[src/rtl/yarc_dma_pkg.sv]
// Shared types and default widths for the Wishbone copy engine.
package yarc_dma_pkg;

    typedef enum logic [2:0] {
        IDLE,
        RD,
        GAP,
        WR,
        DONE,
        ABORT
    } dma_state_e;

    localparam int unsigned DMA_ADDR_W         = 32;
    localparam int unsigned DMA_DATA_W         = 32;
    localparam int unsigned DMA_LEN_W          = 16;
    localparam int unsigned DMA_FIFO_DEPTH     = 8;
    localparam int unsigned DMA_TIMEOUT_CYCLES = 256;

endpackage

[src/rtl/dma_fifo.sv]
// Synchronous FIFO buffering one read chunk until the write burst drains it.
module dma_fifo #(
    parameter int unsigned DEPTH = 8,
    parameter int unsigned WIDTH = 32
) (
    input  logic                         clk,
    input  logic                         rst_n,
    input  logic                         push,
    input  logic                         pop,
    input  logic                         flush,
    input  logic [WIDTH-1:0]             wdata,
    output logic [WIDTH-1:0]             rdata,
    output logic                         full,
    output logic                         empty,
    output logic [$clog2(DEPTH+1)-1:0]   count
);

    localparam int unsigned AW = $clog2(DEPTH);
    localparam int unsigned CW = $clog2(DEPTH + 1);

    logic [WIDTH-1:0] mem_q [DEPTH];
    logic [AW-1:0]    wr_ptr_q;
    logic [AW-1:0]    rd_ptr_q;
    logic [CW-1:0]    count_q;
    logic             do_push;
    logic             do_pop;

    assign do_push = push & ~full;
    assign do_pop  = pop & ~empty;

    // DEPTH is a power of two, so the pointers wrap naturally.
    always_ff @(posedge clk or negedge rst_n) begin
        if (!rst_n) begin
            wr_ptr_q <= '0;
            rd_ptr_q <= '0;
            count_q  <= '0;
        end else if (flush) begin
            wr_ptr_q <= '0;
            rd_ptr_q <= '0;
            count_q  <= '0;
        end else begin
            if (do_push) wr_ptr_q <= wr_ptr_q + AW'(1);
            if (do_pop)  rd_ptr_q <= rd_ptr_q + AW'(1);
            count_q <= count_q + CW'(do_push) - CW'(do_pop);
        end
    end

    always_ff @(posedge clk) begin
        if (do_push) mem_q[wr_ptr_q] <= wdata;
    end

    assign rdata = mem_q[rd_ptr_q];
    assign full  = (count_q == CW'(DEPTH));
    assign empty = (count_q == '0);
    assign count = count_q;

endmodule

[src/rtl/wb_dma_copy.sv]
// Pipelined Wishbone initiator copying LEN words SRC -> DST in FIFO-sized chunks.
// Optional watchdog abort on missing acks: define WB_DMA_TIMEOUT_EN.
module wb_dma_copy
    import yarc_dma_pkg::*;
#(
    parameter int unsigned ADDR_W         = DMA_ADDR_W,
    parameter int unsigned DATA_W         = DMA_DATA_W,
    parameter int unsigned LEN_W          = DMA_LEN_W,
    parameter int unsigned FIFO_DEPTH     = DMA_FIFO_DEPTH,
    parameter int unsigned TIMEOUT_CYCLES = DMA_TIMEOUT_CYCLES
) (
    input  logic                clk_i,
    input  logic                rstn_i,
    input  logic                start_i,
    input  logic [ADDR_W-1:0]   src_addr_i,
    input  logic [ADDR_W-1:0]   dst_addr_i,
    input  logic [LEN_W-1:0]    len_i,
    output logic                busy_o,
    output logic                done_o,
    output logic                err_o,
    output logic                cyc_o,
    output logic                stb_o,
    output logic                lock_o,
    output logic                we_o,
    output logic [ADDR_W-1:0]   addr_o,
    output logic [DATA_W/8-1:0] sel_o,
    output logic [DATA_W-1:0]   wdata_o,
    input  logic [DATA_W-1:0]   rdata_i,
    input  logic                ack_i,
    input  logic                stall_i,
    input  logic                err_i,
    input  logic                rty_i
);

    localparam int unsigned CNT_W = $clog2(FIFO_DEPTH + 1);

    dma_state_e        state_q, state_d;
    logic [ADDR_W-1:0] src_q, src_d;
    logic [ADDR_W-1:0] dst_q, dst_d;
    logic [LEN_W-1:0]  rem_q, rem_d;
    logic [CNT_W-1:0]  chunk_q, chunk_d;
    logic [CNT_W-1:0]  issued_q, issued_d;
    logic [CNT_W-1:0]  acked_q, acked_d;
    logic [CNT_W-1:0]  acked_next;

    logic              cyc;
    logic              stb;
    logic              accept;
    logic              ack_v;
    logic              abort;
    logic              timeout;
    logic              chunk_done;

    logic              fifo_push;
    logic              fifo_pop;
    logic              fifo_flush;
    logic [DATA_W-1:0] fifo_head;
    logic              fifo_full;
    logic              fifo_empty;
    logic [CNT_W-1:0]  fifo_count;

    function automatic logic [CNT_W-1:0] chunk_of(input logic [LEN_W-1:0] n);
        if (n > LEN_W'(FIFO_DEPTH)) return CNT_W'(FIFO_DEPTH);
        return CNT_W'(n);
    endfunction

    assign cyc    = (state_q == RD) || (state_q == WR);
    assign stb    = cyc && (issued_q != chunk_q);
    assign accept = stb && !stall_i;
    // Acks with nothing outstanding are stray and must not advance the count.
    assign ack_v      = cyc && ack_i && (issued_q != acked_q);
    assign acked_next = ack_v ? acked_q + CNT_W'(1) : acked_q;
    assign chunk_done = (acked_next == chunk_q);
    assign abort      = cyc && (err_i || rty_i || timeout);

`ifdef WB_DMA_TIMEOUT_EN
    localparam int unsigned WD_W = $clog2(TIMEOUT_CYCLES + 1);

    logic [WD_W-1:0] wd_q, wd_d;

    always_comb begin
        wd_d = wd_q;
        if (!cyc || ack_i) wd_d = '0;
        else               wd_d = wd_q + WD_W'(1);
    end

    always_ff @(posedge clk_i or negedge rstn_i) begin
        if (!rstn_i) wd_q <= '0;
        else         wd_q <= wd_d;
    end

    assign timeout = cyc && !ack_i && (wd_q == WD_W'(TIMEOUT_CYCLES - 1));
`else
    assign timeout = 1'b0;
`endif

    always_comb begin
        state_d  = state_q;
        src_d    = src_q;
        dst_d    = dst_q;
        rem_d    = rem_q;
        chunk_d  = chunk_q;
        issued_d = issued_q;
        acked_d  = acked_q;
        unique case (state_q)
            IDLE: begin
                if (start_i) begin
                    src_d    = src_addr_i;
                    dst_d    = dst_addr_i;
                    rem_d    = len_i;
                    chunk_d  = chunk_of(len_i);
                    issued_d = '0;
                    acked_d  = '0;
                    state_d  = (len_i == '0) ? DONE : RD;
                end
            end
            RD: begin
                if (accept) begin
                    issued_d = issued_q + CNT_W'(1);
                    src_d    = src_q + ADDR_W'(1);
                end
                acked_d = acked_next;
                if (abort)           state_d = ABORT;
                else if (chunk_done) state_d = GAP;
            end
            GAP: begin
                issued_d = '0;
                acked_d  = '0;
                // An empty FIFO means the last write chunk has drained.
                if (fifo_count == '0) begin
                    chunk_d = chunk_of(rem_q);
                    state_d = RD;
                end else begin
                    state_d = WR;
                end
            end
            WR: begin
                if (accept) begin
                    issued_d = issued_q + CNT_W'(1);
                    dst_d    = dst_q + ADDR_W'(1);
                end
                acked_d = acked_next;
                if (abort) begin
                    state_d = ABORT;
                end else if (chunk_done) begin
                    rem_d   = rem_q - LEN_W'(chunk_q);
                    state_d = (rem_d == '0) ? DONE : GAP;
                end
            end
            DONE:    state_d = IDLE;
            ABORT:   state_d = IDLE;
            default: state_d = IDLE;
        endcase
    end

    always_ff @(posedge clk_i or negedge rstn_i) begin
        if (!rstn_i) begin
            state_q  <= IDLE;
            src_q    <= '0;
            dst_q    <= '0;
            rem_q    <= '0;
            chunk_q  <= '0;
            issued_q <= '0;
            acked_q  <= '0;
        end else begin
            state_q  <= state_d;
            src_q    <= src_d;
            dst_q    <= dst_d;
            rem_q    <= rem_d;
            chunk_q  <= chunk_d;
            issued_q <= issued_d;
            acked_q  <= acked_d;
        end
    end

    assign fifo_push  = (state_q == RD) && ack_v && !fifo_full;
    assign fifo_pop   = (state_q == WR) && accept;
    assign fifo_flush = (state_q == ABORT);

    dma_fifo #(
        .DEPTH (FIFO_DEPTH),
        .WIDTH (DATA_W)
    ) u_fifo (
        .clk   (clk_i),
        .rst_n (rstn_i),
        .push  (fifo_push),
        .pop   (fifo_pop),
        .flush (fifo_flush),
        .wdata (rdata_i),
        .rdata (fifo_head),
        .full  (fifo_full),
        .empty (fifo_empty),
        .count (fifo_count)
    );

    assign busy_o  = (state_q != IDLE);
    assign done_o  = (state_q == DONE);
    assign err_o   = (state_q == ABORT);
    assign cyc_o   = cyc;
    assign stb_o   = stb;
    assign lock_o  = 1'b0;
    assign we_o    = (state_q == WR);
    assign addr_o  = (state_q == RD) ? src_q : ((state_q == WR) ? dst_q : '0);
    assign sel_o   = stb ? '1 : '0;
    assign wdata_o = ((state_q == WR) && stb && !fifo_empty) ? fifo_head : '0;

endmodule

[config.mk]
export PLATFORM = sky130hd
export DESIGN_NAME = wb_dma_copy
export DESIGN_NICKNAME = d
export VERILOG_FILES = /design/src/rtl/yarc_dma_pkg.sv /design/src/rtl/dma_fifo.sv /design/src/rtl/wb_dma_copy.sv
export SDC_FILE = /design/constraint.sdc
export NUM_CORES = 1
export LEC_CHECK = 0
export BUFFER_PORTS_ARGS = -buffer_cell sky130_fd_sc_hd__buf_4
export CAP_MARGIN = 20
export CORE_MARGIN = 2
export CORE_UTILIZATION = 36
export CTS_CLUSTER_DIAMETER = 150
export DETAILED_ROUTE_END_ITERATION = 8
export SYNTH_ARGS = -nofsm -noshare
export SYNTH_HDL_FRONTEND = slang
export SYNTH_HIERARCHICAL = 1
export SYNTH_SLANG_ARGS = --single-unit
[constraint.sdc]
create_clock -name clk_i -period 11.5 [get_ports clk_i]
set_input_delay 0.575 -clock clk_i [delete_from_list [all_inputs] [get_ports clk_i]]
set_output_delay 0.575 -clock clk_i [all_outputs]
set_load 0.01 [all_outputs]
==> results of run 1 <==
-- area by class of cell --
class                   count  area (um^2)  area share
clock buffers              50         1060      0.0513
repair buffers            211         1640      0.0794
well taps                 615          769      0.0373
flip-flops and latches    361        10300       0.501
inverters                  25         93.8     0.00455
multi-input cells         882         6500       0.315
diodes                      1         2.50    0.000121
clock inverters            23          235      0.0114
-- cells in the mapped netlist (16+ instances only) --
cell type,number,area [um^2]
edfxtp_1,256,7690
a21oi_1,121,606
nand2_1,109,409
nor2_1,108,405
dfrtp_1,105,2630
o21ai_0,71,355
mux4_2,56,1260
clkbuf_1,51,191
nand3_1,51,255
mux2i_1,38,380
and2_1,35,219
mux2_2,34,383
o22ai_1,29,181
inv_1,23,86.3
nor3_1,23,115
ha_1,16,200
-- worst paths after layout --
path,start,endpoint,slack [ns],depth (start not counted)
setup / recovery,state_q[1],u_fifo/mem_q[0][23],7.14,7
hold / removal,rstn_i,rem_q[6],-0.003,1
setup reg to reg,state_q[1],u_fifo/mem_q[0][23],7.14,7
hold reg to reg,rem_q[12],rem_q[12],0.48,1
max in group asynchronous,rstn_i,src_q[16],10.19,2
min in group clk_i,rdata_i[1],u_fifo/mem_q[3][1],0.24,1
-- registers in the layout (all words and copies together), names as in the netlist --
name / flops
dst_q: 32
state_q: 3
issued_q: 4
u_fifo/mem_q: 256
u_fifo/rd_ptr_q: 3
acked_q: 4
src_q: 32
rem_q: 16
u_fifo/count: 4
chunk_q: 4
u_fifo/wr_ptr_q: 3
-- per-stage QoR --
stage / cell area [um^2] / setup slack [ns] / hold slack [ns] / instances / total power (W)
2_1_floorplan: 17300 / 6.74 / 0.279 / 1351 / 0.00309
3_3_place_gp: 19300 / 7.21 / 0.466 / 2091 / 0.00362
3_5_place_dp: 19300 / 7.10 / 0.465 / 2093 / 0.00366
4_1_cts: 20600 / 7.10 / 0.00562 / 2166 / 0.00492
5_1_grt: 20600 / 6.82 / 0.0369 / 2168 / 0.00519
6_report: 20600 / 7.14 / -0.00262 / 2168 / 0.00489
-- routing by layer --
layer | wire [um] | GRT usage
met1 | 19000 | 0.238
met5 | 31 | 0
met3 | 3050 | 0.0374
met4 | 990 | 0.0572
met2 | 19900 | 0.267
-- power by group --
part	total (W)	internal (W)	switching [W]
clock network	0.00125	0.000727	0.000526
logic	0.00170	0.000777	0.000927
registers	0.00193	0.00160	0.000335
-- kinds of logic after synthesis --
| group | after synthesis | share of synthesized area |
|---|---|---|
| multiplexers | 137 | 0.130 |
| flip-flops | 361 | 0.598 |
| other | 1 | 0.000217 |
| AND/OR/NAND/NOR | 414 | 0.117 |
| buffers and inverters | 108 | 0.0296 |
| XOR/XNOR | 21 | 0.0107 |
| adder cells (fa/ha/maj) | 18 | 0.0139 |
| AO/OA/AOI/OAI | 291 | 0.101 |
-- cells in the final DEF (no fill, tap or decap), drive strengths merged, types with 3 or more instances in the layout --
master and n:
o22ai 29, a31oi 6, nor2 109, and3 13
a21o 5, nor3 26, nand2 109, ha 16
a21oi 122, a221o 3, dfrtp 105, nand2b 11
xor2 13, mux2 35, nand3 51, a2bb2oi 13
a22o 4, clkbuf 50, o21ai 75, bufinv 3
mux4 64, clkinv 20, nand4 10, nor4 12
o32ai 3, nor3b 3, mux2i 38, edfxtp 256
a22oi 8, a31o 3, inv 25, and4 3
and2 35, nor2b 7, buf 211, xnor2 8
or2 3, a221oi 4, or3 13
==> impl_results.md, run 1 <==
- CP bufs+invs: 3
- Critical Path RT: 11.73 ns
- Vias per cell: roughly 5.5
- Syn_nets: 1488
- Top-Level Pins: ~190
- Slowest cell on crit path: dfrtp_2
- Cts repair resizes: 0
- GR Overflow Total: 0
- Remaining antenna violation count: 0
- Worst-path fanout max: 42
- Actual slew at the worst max-slew pin: 1.12 ns
- # clock sinks: 361
- Dpl hpwl: 28000 um
- Die Y: 223 um
- Max-slew headroom: 0.253
- Fraction of registers with async set/reset: 0.291
- Starting Density: 0.363
- Outcome: finished with violations
- Vias in the first global route: approximately 11000
- DIE AREA: 49700 um^2
- Syn Std Cell Area: 17300 um^2
- Post-CTS Hold Fix Bufs: 0
- Startpoint types: register
- Pin count of the biggest net entering global routing: 70
- Routed wire length: approximately 43000 um
- Port Buffer Count: 192
- Worst-case vdd ir drop: between 0.1 and 0.15 mV
- CTS buffer count: 40
- Slew Limit Fails: 0
- Post-CTS setup buffer count: 0
- RSZ-0062 raised after global routing: false
- Final Hold Fails: 2
- Chip width: around 220 um
- Min-Delay Path Class: in -> async
- Max frequency: 0.229 GHz
- Yosys reg bits: ~360
- Routability cong.: ~0.9
- Crit-path cells: inv_1 -> nand2_1 -> nor3_1 -> inv_1 -> or3_1 -> nor3_2 -> buf_4
- EDFF count, synth: 256
- Final #Nets: 1658
- Period utilization: 0.379
- Setup TNS: 0 ns
- CP peak stage delay: 0.80 ns
- Leak Pwr: ~7.4 nW
- Layout cells sized above 1: 0.253
- MaxCap Viol Count: 0
- CP Class: reg -> reg
- Final setup viols: 0
- Clock Skew: 0.0227 ns
- DRT iter0 DRCs: 1189
- First-pass GRT wire length: 66200 um
- Hold Slack: -0.00262 ns
- Seq/Total Area, Yosys: 0.598
- Worst path arrival time: 4.59 ns
- Area Overhead vs Synth: 19.5%
- Top cell by count, worst path: inv_1
- Critical path's top delay family: simple AND/OR/NAND/NOR gates
- Prevailing post-synth register cell: edfxtp_1
- Clk buf depth: 3
- Drc violations: 0
- Core Rows: 80
- Synth warn: 6
- Total GRT Usage: 0.171
- CTS H-tree depth: 2
- Wire per inst: 19.8 um
- Gate Count Post-Synth: between 1000 and 1500
- Minimum clock period: 4.36 ns
- Core region area: 47500 um^2
- CTS clk-pin slew, worst paths: 0.06 ns
- Crit path capture type: register
- Pwr dens: 237 nW/um^2
- Syn Area/Cell: 12.8 um^2
- Final core occ: 0.434
- CTS root buffer: clkbuf_16
- Clk Latency, worst-skew pair: approximately 0.57 ns
- CTS tree: done
- Post-synthesis cell type count: 74
- Fill count: about 4300
- Iteration count of the initial detailed-routing pass: 5
- Initial antenna violation count: 3
- Failing checks: hold timing
- Via count: 11900
Power figures use the tool's default switching activity.
==> run 2: changes to the inputs <==
Settings changed: ABC_AREA set to 1.
Clock period 11.5 ns to 4.2 ns, I/O delays scaled along.
==> run 2 against run 1 <==
The flow now finishes without violations. Largest cell class unchanged. Sequential power grew to 2.6 times the previous value. Final area rose by 16%. Wire length grew 26%. Clock skew is 0.0013 ns lower. Combinational power grew to 3.4 times the previous value. Global-route usage up 2.2 points. Die area grew 12%. First-iteration DRC count shrank 4.5%. Total power increased to 3.0 times the previous value.
==> impl_results.md, run 2 <==
- Outcome: finished clean (was finished with violations)
- N_diodes: 0 (was 1)
- Slowest cell on crit path: dfrtp_4 (was dfrtp_2)
- Yosys top cell by area: edfxtp_1 (unchanged)
- Total GRT Usage: 0.193 (was 0.171)
- Pre-CTS WS: 1.05 ns (was 7.10 ns)
- Wire per inst: 15.9 um (was 19.8 um)
- Minimum clock period: 3.53 ns
- Crit-path cells: clkinv_2 -> buf_12 -> nand2_1 -> nand3_1 -> nand2_1 -> nand2_1 -> nand2_1 -> inv_1 -> nor2_1 -> buf_4 (was inv_1 -> nand2_1 -> nor3_1 -> inv_1 -> or3_1 -> nor3_2 -> buf_4)
- Clock power share: 0.264 (was 0.256)
- Sequential share of power: 0.341 (was 0.395)
- EDFF count, synth: 256 (unchanged)
- Remaining antenna violation count: 0 (unchanged)
- Sequential cell area: 10300 um^2 (about the same)
- Post-CTS setup buffer count: 0 (unchanged)
- Logic pwr share: 0.395 (was 0.348)
- Cts repair resizes: 0 (unchanged)
- Worst-path fanout max: 89 (was 42)
- Net Sw Frac: 0.407 (was 0.366)
- Internal power: 0.00865 W (was 0.00310 W)
- Drc violations: 0 (unchanged)
- Actual slew at the worst max-slew pin: 1.07 ns (was 1.12 ns)
- GR Overflow Total: 0 (unchanged)
- Layout cells sized above 1: 0.121 (was 0.253)
- Net Sw Power: 0.00594 W (was 0.00179 W)
- Starting Density: 0.363 (about the same)
- Most frequent cell after synthesis: nand2_1 (was edfxtp_1)
- CP bufs+invs: 4 (was 3)
- Critical Path RT: 3.99 ns (was 11.73 ns)
- Initial antenna violation count: 3 (unchanged)
- Chip width: 236 um (was 223 um)
- Core region area: 53600 um^2 (was 47500 um^2)
- Most frequent cells in the layout: nand2_1 (784), inv_1 (422), edfxtp_1 (256) (was edfxtp_1 (256), buf_4 (208), a21oi_1 (120))
- Worst path arrival time: 3.32 ns (was 4.59 ns)
- Area Overhead vs Synth: 23.0% (was 19.5%)
- Min-Delay Path Class: in -> reg (was in -> async)
- CTS root buffer: clkbuf_16 (unchanged)
- CP peak stage delay: 0.76 ns (was 0.80 ns)
- Fill count: 5283 (was 4288)
- Max reg flops: 256 (unchanged)
- Non-filler instance count after layout: 3390 (was 2168)
- Synth Area in Simple Gates: 0.274 (was 0.117)
- Top reg by flops: u_fifo/mem_q (unchanged)
- Seq/Total Area, Yosys: 0.531 (was 0.598)
- XOR/XNOR Fraction of Synth Area: 0.0180 (was 0.0107)
- Final setup viols: 0 (unchanged)
- DRT iter0 DRCs: 1135 (was 1189)
- Critical path's top delay family: buffers and inverters (was simple AND/OR/NAND/NOR gates)
- Max-slew headroom: 0.283 (was 0.253)
- Max frequency: between 0.2 and 0.3 GHz
- Routed wire length: 53900 um (was 42900 um)
- Startpoint types: register (unchanged)
- CTS tree: done (unchanged)
- Worst setup margin: 0.672 ns (was 7.14 ns)
- Prevailing post-synth register cell: edfxtp_1 (unchanged)
- Crit path capture type: output port (was register)
- DIE AREA: 55900 um^2 (was 49700 um^2)
- Synth top area share: 0.395 (was 0.445)
- Clock Skew: 0.0215 ns (was 0.0227 ns)
- Period utilization: 0.840
- # clock sinks: 361 (unchanged)
- Port Buffer Count: 192 (unchanged)
- Top-Level Pins: 194 (unchanged)
- Gate Count Post-Synth: 2407 (was 1351)
- RSZ-0062 raised after global routing: false (unchanged)
- Multi-input gate area: 7050 um^2 (was 6500 um^2)
- Pin count of the biggest net entering global routing: 90 (was 70)
- Post-synthesis cell type count: 50 (was 74)
- CTS buffer count: 41 (was 40)
- Syn_nets: 2544 (was 1488)
- Final Hold Fails: 0 (was 2)
- CP Class: reg -> out (was reg -> reg)
- Dpl hpwl: 34500 um (was 28000 um)
- Iteration count of the initial detailed-routing pass: 5 (unchanged)
- Most common cell after layout, fill and taps aside: nand2_1 (was edfxtp_1)
- Adder-Cell Fraction of Synth Area: 0.0124 (was 0.0139)
- First-pass GRT wire length: 86400 um (was 66200 um)
- Hold Slack: 0.0360 ns (was -0.00262 ns)
- Leak Pwr: 11.3 nW (was 7.43 nW)
- CTS clk-pin slew, worst paths: 0.06 ns (about the same)
- Final #Nets: 2798 (was 1658)
- Yosys reg bits: 361 (unchanged)
- Synth warn: 6 (unchanged)
- Pwr dens: 610 nW/um^2 (was 237 nW/um^2)
- Largest family of logic cells by synthesized area: simple AND/OR/NAND/NOR gates (was multiplexers)
- Top cell by count, worst path: nand2_1 (was inv_1)
- MaxCap Viol Count: 0 (unchanged)
- Via count: 16500 (was 11900)
- Syn Area/Cell: 8.08 um^2 (was 12.8 um^2)
- Top cells by area, synth: edfxtp_1 (40%), nand2_1 (15%), dfrtp_1 (14%), inv_1 (8.1%), nand3_1 (5.4%) (was edfxtp_1 (45%), dfrtp_1 (15%), mux4_2 (7.3%), a21oi_1 (3.5%), nand2_1 (2.4%))
- Vias in the first global route: 16200 (was 11400)
- Top cells by count, synth: nand2_1 (785), inv_1 (422), edfxtp_1 (256) (was edfxtp_1 (256), a21oi_1 (121), nand2_1 (109))
- Clk buf depth: 3 (unchanged)
- Die Y: 236 um (was 223 um)
- Core Rows: 85 (was 80)
- Complex-gate fraction of the synthesized area: 0.0553 (was 0.101)
- Inst Count DP: 3219 (was 2093)
- Worst-case vdd ir drop: 0.444 mV (was 0.129 mV)
- Largest regs: u_fifo/mem_q (256), dst_q (32), src_q (32) (unchanged)
- Fraction of registers with async set/reset: 0.291 (unchanged)
- Vias per cell: 4.86 (was 5.48)
- Slew Limit Fails: 0 (unchanged)
- Routability cong.: 0.922 (was 0.901)
- CTS H-tree depth: 2 (unchanged)
- Multiplexer share of the synthesized area: 0 (was 0.130)
- Syn Std Cell Area: 19400 um^2 (was 17300 um^2)
- Clk Latency, worst-skew pair: 0.59 ns (was 0.57 ns)
## run 2: layer usage
metal / up-vias / track usage / wire (um)
met4: 6 / 0.0608 / 1390
met1: 7725 / 0.253 / 23700
met2: 472 / 0.326 / 25700
met5: - / 0 / 40
li1: 8185 / - / -
met3: 80 / 0.0311 / 3110
## run 2: final timing paths
| check | start | endpoint | slack [ns] | cells past startpoint |
|---|---|---|---|---|
| worst max register to register | acked_q[0] | u_fifo/count[2] | 1.03 | 14 |
| min in group asynchronous | rstn_i | dst_q[1] | 0.18 | 2 |
| worst min-delay path | len_i[0] | chunk_q[0] | 0.04 | 5 |
| max in group asynchronous | rstn_i | src_q[24] | 3.08 | 3 |
| worst min register to register | rem_q[0] | rem_q[0] | 0.51 | 2 |
| worst max-delay path | u_fifo/rd_ptr_q[0] | wdata_o[30] | 0.67 | 10 |
## run 2: cell type report
| class | instances | area share |
|---|---|---|
| clock inverter | 19 | 0.0122 |
| timing repair buffer | 309 | 0.107 |
| inverter | 435 | 0.0685 |
| clock buffer | 57 | 0.0492 |
| multi-input combinational | 1513 | 0.295 |
| sequential | 361 | 0.431 |
| tap | 696 | 0.0364 |
## run 2: what timing repair did
item / 4_1_cts / 5_1_grt
hold buffers: 95 / 0
endpoints found under the setup margin: 0 / 0
hold endpoints to repair: 358 / 0
## run 2: power groups by stage
stage / clock network (W) / registers [W] / logic, W
finish: 0.00385 / 0.00497 / 0.00577
global route: 0.00410 / 0.00505 / 0.00656
CTS: 0.00396 / 0.00496 / 0.00579
detailed placement: 0 / 0.00503 / 0.00568
global placement: 0 / 0.00501 / 0.00560
floorplan: 0 / 0.00482 / 0.00420
## run 2: worst register-to-register path, stage by stage (launching register included)
cell,delay (ns)
dfrtp_1,0.42
inv_1,0.13
nand2_1,0.07
nand2_1,0.06
nor2_1,0.05
nand2_2,0.13
nand2_4,0.10
nor3_1,0.33
nand2_1,0.41
ha_1,0.43
inv_1,0.05
ha_1,0.21
fa_1,0.40
xnor2_1,0.18
nor2_1,0.06
## run 2: stage by stage
| stage | area, um^2 | power [W] | util | setup TNS [ns] |
|---|---|---|---|---|
| after floorplan | 19400 | 0.00901 | - | -8.67 |
| after global placement | 21500 | 0.0106 | 0.401 | 0 |
| after detailed placement | 21500 | 0.0107 | 0.401 | 0 |
| after CTS | 23900 | 0.0147 | 0.446 | 0 |
| after global routing | 23900 | 0.0157 | 0.446 | 0 |
| final | 23900 | 0.0146 | 0.446 | 0 |
## run 2: kinds of logic (layout without fill, tap and decap cells)
| group | count (synthesis) | after routing |
|---|---|---|
| AND/OR/NAND/NOR | 1274 | 1274 |
| AO/OA/AOI/OAI | 180 | 180 |
| XOR/XNOR | 40 | 40 |
| other | 1 | 1 |
| buffers and inverters | 533 | 820 |
| flip-flops | 361 | 361 |
| adder cells (fa/ha/maj) | 18 | 18 |
==> run 3: changes to the inputs <==
Settings changed: ABC_AREA 1 to 0.
Clock period 4.2 ns to 3.7 ns, I/O delays scaled along.
==> run 3 against run 2 <==
Sequential share of layout area grew 3.8 points. Combinational power shrank 3%. Cell count shrank 32%. Die area shrank 11%. Count of clock-buffer cells in the layout shrank 1. Hold slack gained 0.025 ns. Global-route usage shrank 1.2 points. Largest power group is now sequential cells. Highest routed layer is now met4.
==> impl_results.md, run 3 (synthesized netlist as in run 1, its figures left out) <==
- Outcome: finished clean (unchanged)
- Max frequency: between 0.3 and 0.4 GHz
- Startpoint types: register (unchanged)
- CTS buffer count: 42 (was 41)
- Clk Latency, worst-skew pair: 0.59 ns (about the same)
- CTS root buffer: clkbuf_16 (unchanged)
- Pwr dens: 714 nW/um^2 (was 610 nW/um^2)
- Period utilization: 0.869
- Vias per cell: 5.37 (was 4.86)
- First-pass GRT wire length: 70300 um (was 86400 um)
- Routed wire length: 45300 um (was 53900 um)
- Net Sw Power: 0.00574 W (was 0.00594 W)
- # clock sinks: 361 (unchanged)
- CTS tree: done (unchanged)
- Pin count of the biggest net entering global routing: 76 (was 90)
- Worst path arrival time: 3.65 ns (was 3.32 ns)
- Vias in the first global route: 12200 (was 16200)
- Minimum clock period: 3.22 ns
- Most frequent cells in the layout: edfxtp_1 (256), buf_4 (211), a21oi_1 (120) (was nand2_1 (784), inv_1 (422), edfxtp_1 (256))
- RSZ-0062 raised after global routing: false (unchanged)
- Area Overhead vs Synth: 27.4% (was 23.0%)
- Wire per inst: 19.8 um (was 15.9 um)
- Initial antenna violation count: 2 (was 3)
- Clock Skew: 0.0330 ns (was 0.0215 ns)
- Max reg flops: 256 (unchanged)
- Most common cell after layout, fill and taps aside: edfxtp_1 (was nand2_1)
- Clk buf depth: 3 (unchanged)
- CTS H-tree depth: 2 (unchanged)
- Top reg by flops: u_fifo/mem_q (unchanged)
- DRT iter0 DRCs: 1137 (was 1135)
- Setup TNS: 0 ns (unchanged)
- Actual slew at the worst max-slew pin: 1.05 ns (was 1.07 ns)
- Multi-input gate area: 6520 um^2 (was 7050 um^2)
- Die Y: 223 um (was 236 um)
- Dpl hpwl: 29000 um (was 34500 um)
- Final #Nets: 1782 (was 2798)
- Logic pwr share: 0.358 (was 0.395)
- Final setup viols: 0 (unchanged)
- Final Hold Fails: 0 (unchanged)
- Largest regs: u_fifo/mem_q (256), dst_q (32), src_q (32) (unchanged)
- MaxCap Viol Count: 0 (unchanged)
- Net Sw Frac: 0.365 (was 0.407)
- Fill count: 4181 (was 5283)
- Layout cells sized above 1: 0.243 (was 0.121)
- Port Buffer Count: 192 (unchanged)
- Routability cong.: 0.898 (was 0.922)
- Critical Path RT: 4.13 ns (was 3.99 ns)
- Clock power share: 0.267 (was 0.264)
- DIE AREA: 49700 um^2 (was 55900 um^2)
- Slew Limit Fails: 0 (unchanged)
- Worst-case vdd ir drop: 0.465 mV (was 0.444 mV)
- Via count: 12300 (was 16500)
- Total GRT Usage: 0.181 (was 0.193)
- Core Rows: 80 (was 85)
- Starting Density: 0.363 (about the same)
- GR Overflow Total: 0 (unchanged)
- Internal power: 0.00997 W (was 0.00865 W)
- Leak Pwr: 7.98 nW (was 11.3 nW)
- Cts repair resizes: 0 (unchanged)
- Core region area: 47500 um^2 (was 53600 um^2)
- Iteration count of the initial detailed-routing pass: 5 (unchanged)
- Max-slew headroom: 0.299 (was 0.283)
- Remaining antenna violation count: 0 (unchanged)
- CTS clk-pin slew, worst paths: 0.06 ns (about the same)
- Worst-path fanout max: 6 (was 89)
- Sequential cell area: 10300 um^2 (about the same)
- Chip width: 223 um (was 236 um)
- Drc violations: 0 (unchanged)
- CP Class: reg -> reg (was reg -> out)
- Top-Level Pins: 194 (unchanged)
- Overall Power: 0.0157 W (was 0.0146 W)
- Crit path capture type: register (was output port)
- Min-Delay Path Class: in -> reg (unchanged)
- Sequential share of power: 0.376 (was 0.341)
- Post-CTS setup buffer count: 0 (unchanged)
run 3: changes by cell type in the layout (fill, tap and decap cells not counted), sizes merged, moves of 38 or more:
cell and delta:
mux2i +38, nand2 -687, a21oi +97, nor2 -54, mux4 +64, nand3 -163
inv -408
run 3: path summary, 6_finish.rpt:
check | end | cells after the start | start | slack (ns)
worst max-delay path | u_fifo/count[2] | 11 | issued_q[0] | 0.48
worst min-delay path | state_q[1] | 5 | err_i | 0.06
worst max register to register | u_fifo/count[2] | 11 | issued_q[0] | 0.48
worst min register to register | rem_q[12] | 1 | rem_q[12] | 0.50
max in group asynchronous | src_q[31] | 3 | rstn_i | 2.52
min in group asynchronous | rem_q[5] | 2 | rstn_i | 0.30
run 3: cell type report:
type / count / share of cell area
Antenna cell: 2 / 0.000228
Clock buffer: 56 / 0.0525
Clock inverter: 21 / 0.0117
Inverter: 25 / 0.00427
Multi-Input combinational cell: 882 / 0.296
Sequential cell: 361 / 0.469
Tap cell: 615 / 0.0350
Timing Repair Buffer: 333 / 0.131
run 3: stage by stage:
step | area [um^2] | std cells | hold WS, ns | setup slack [ns] | utilization
after floorplan | 17300 | 1351 | -0.111 | -0.198 | -
after global placement | 19400 | 2101 | 0.405 | 0.660 | 0.409
after detailed placement | 19400 | 2101 | 0.405 | 0.462 | 0.409
after CTS | 22000 | 2293 | 0.0378 | 0.476 | 0.463
after global routing | 22000 | 2295 | 0.101 | 0.274 | 0.463
final | 22000 | 2295 | 0.0611 | 0.484 | 0.463
run 3: power groups by stage:
stage	clock, W	combinational [W]	sequential, W
3_5_place_dp	0	0.00551	0.00596
3_3_place_gp	0	0.00547	0.00593
4_1_cts	0.00428	0.00564	0.00588
2_1_floorplan	0	0.00410	0.00549
5_1_grt	0.00444	0.00621	0.00601
6_report	0.00419	0.00562	0.00590
run 3: worst max-delay path: stages, from the launching register on:
cell and delay (ns):
dfrtp_1 0.45, xor2_1 0.19, nor4_1 0.77, or2_2 0.27
nor2_1 0.08, nor2b_1 0.18, ha_1 0.32, inv_1 0.04
ha_1 0.20, fa_1 0.38, xnor2_1 0.17, nor2_1 0.05
run 3: layer usage:
metal  vias up  track usage  wire, um
met4         0       0.0533       964
met2       436        0.289     21200
li1       5732            -         -
met3        63       0.0325      2720
met5         -            0         0
met1      6082        0.255     20500
run 3: repair_timing:
item,CTS,global route
endpoints found under the setup margin,0,0
hold buffers,115,0
hold endpoints to repair,408,0
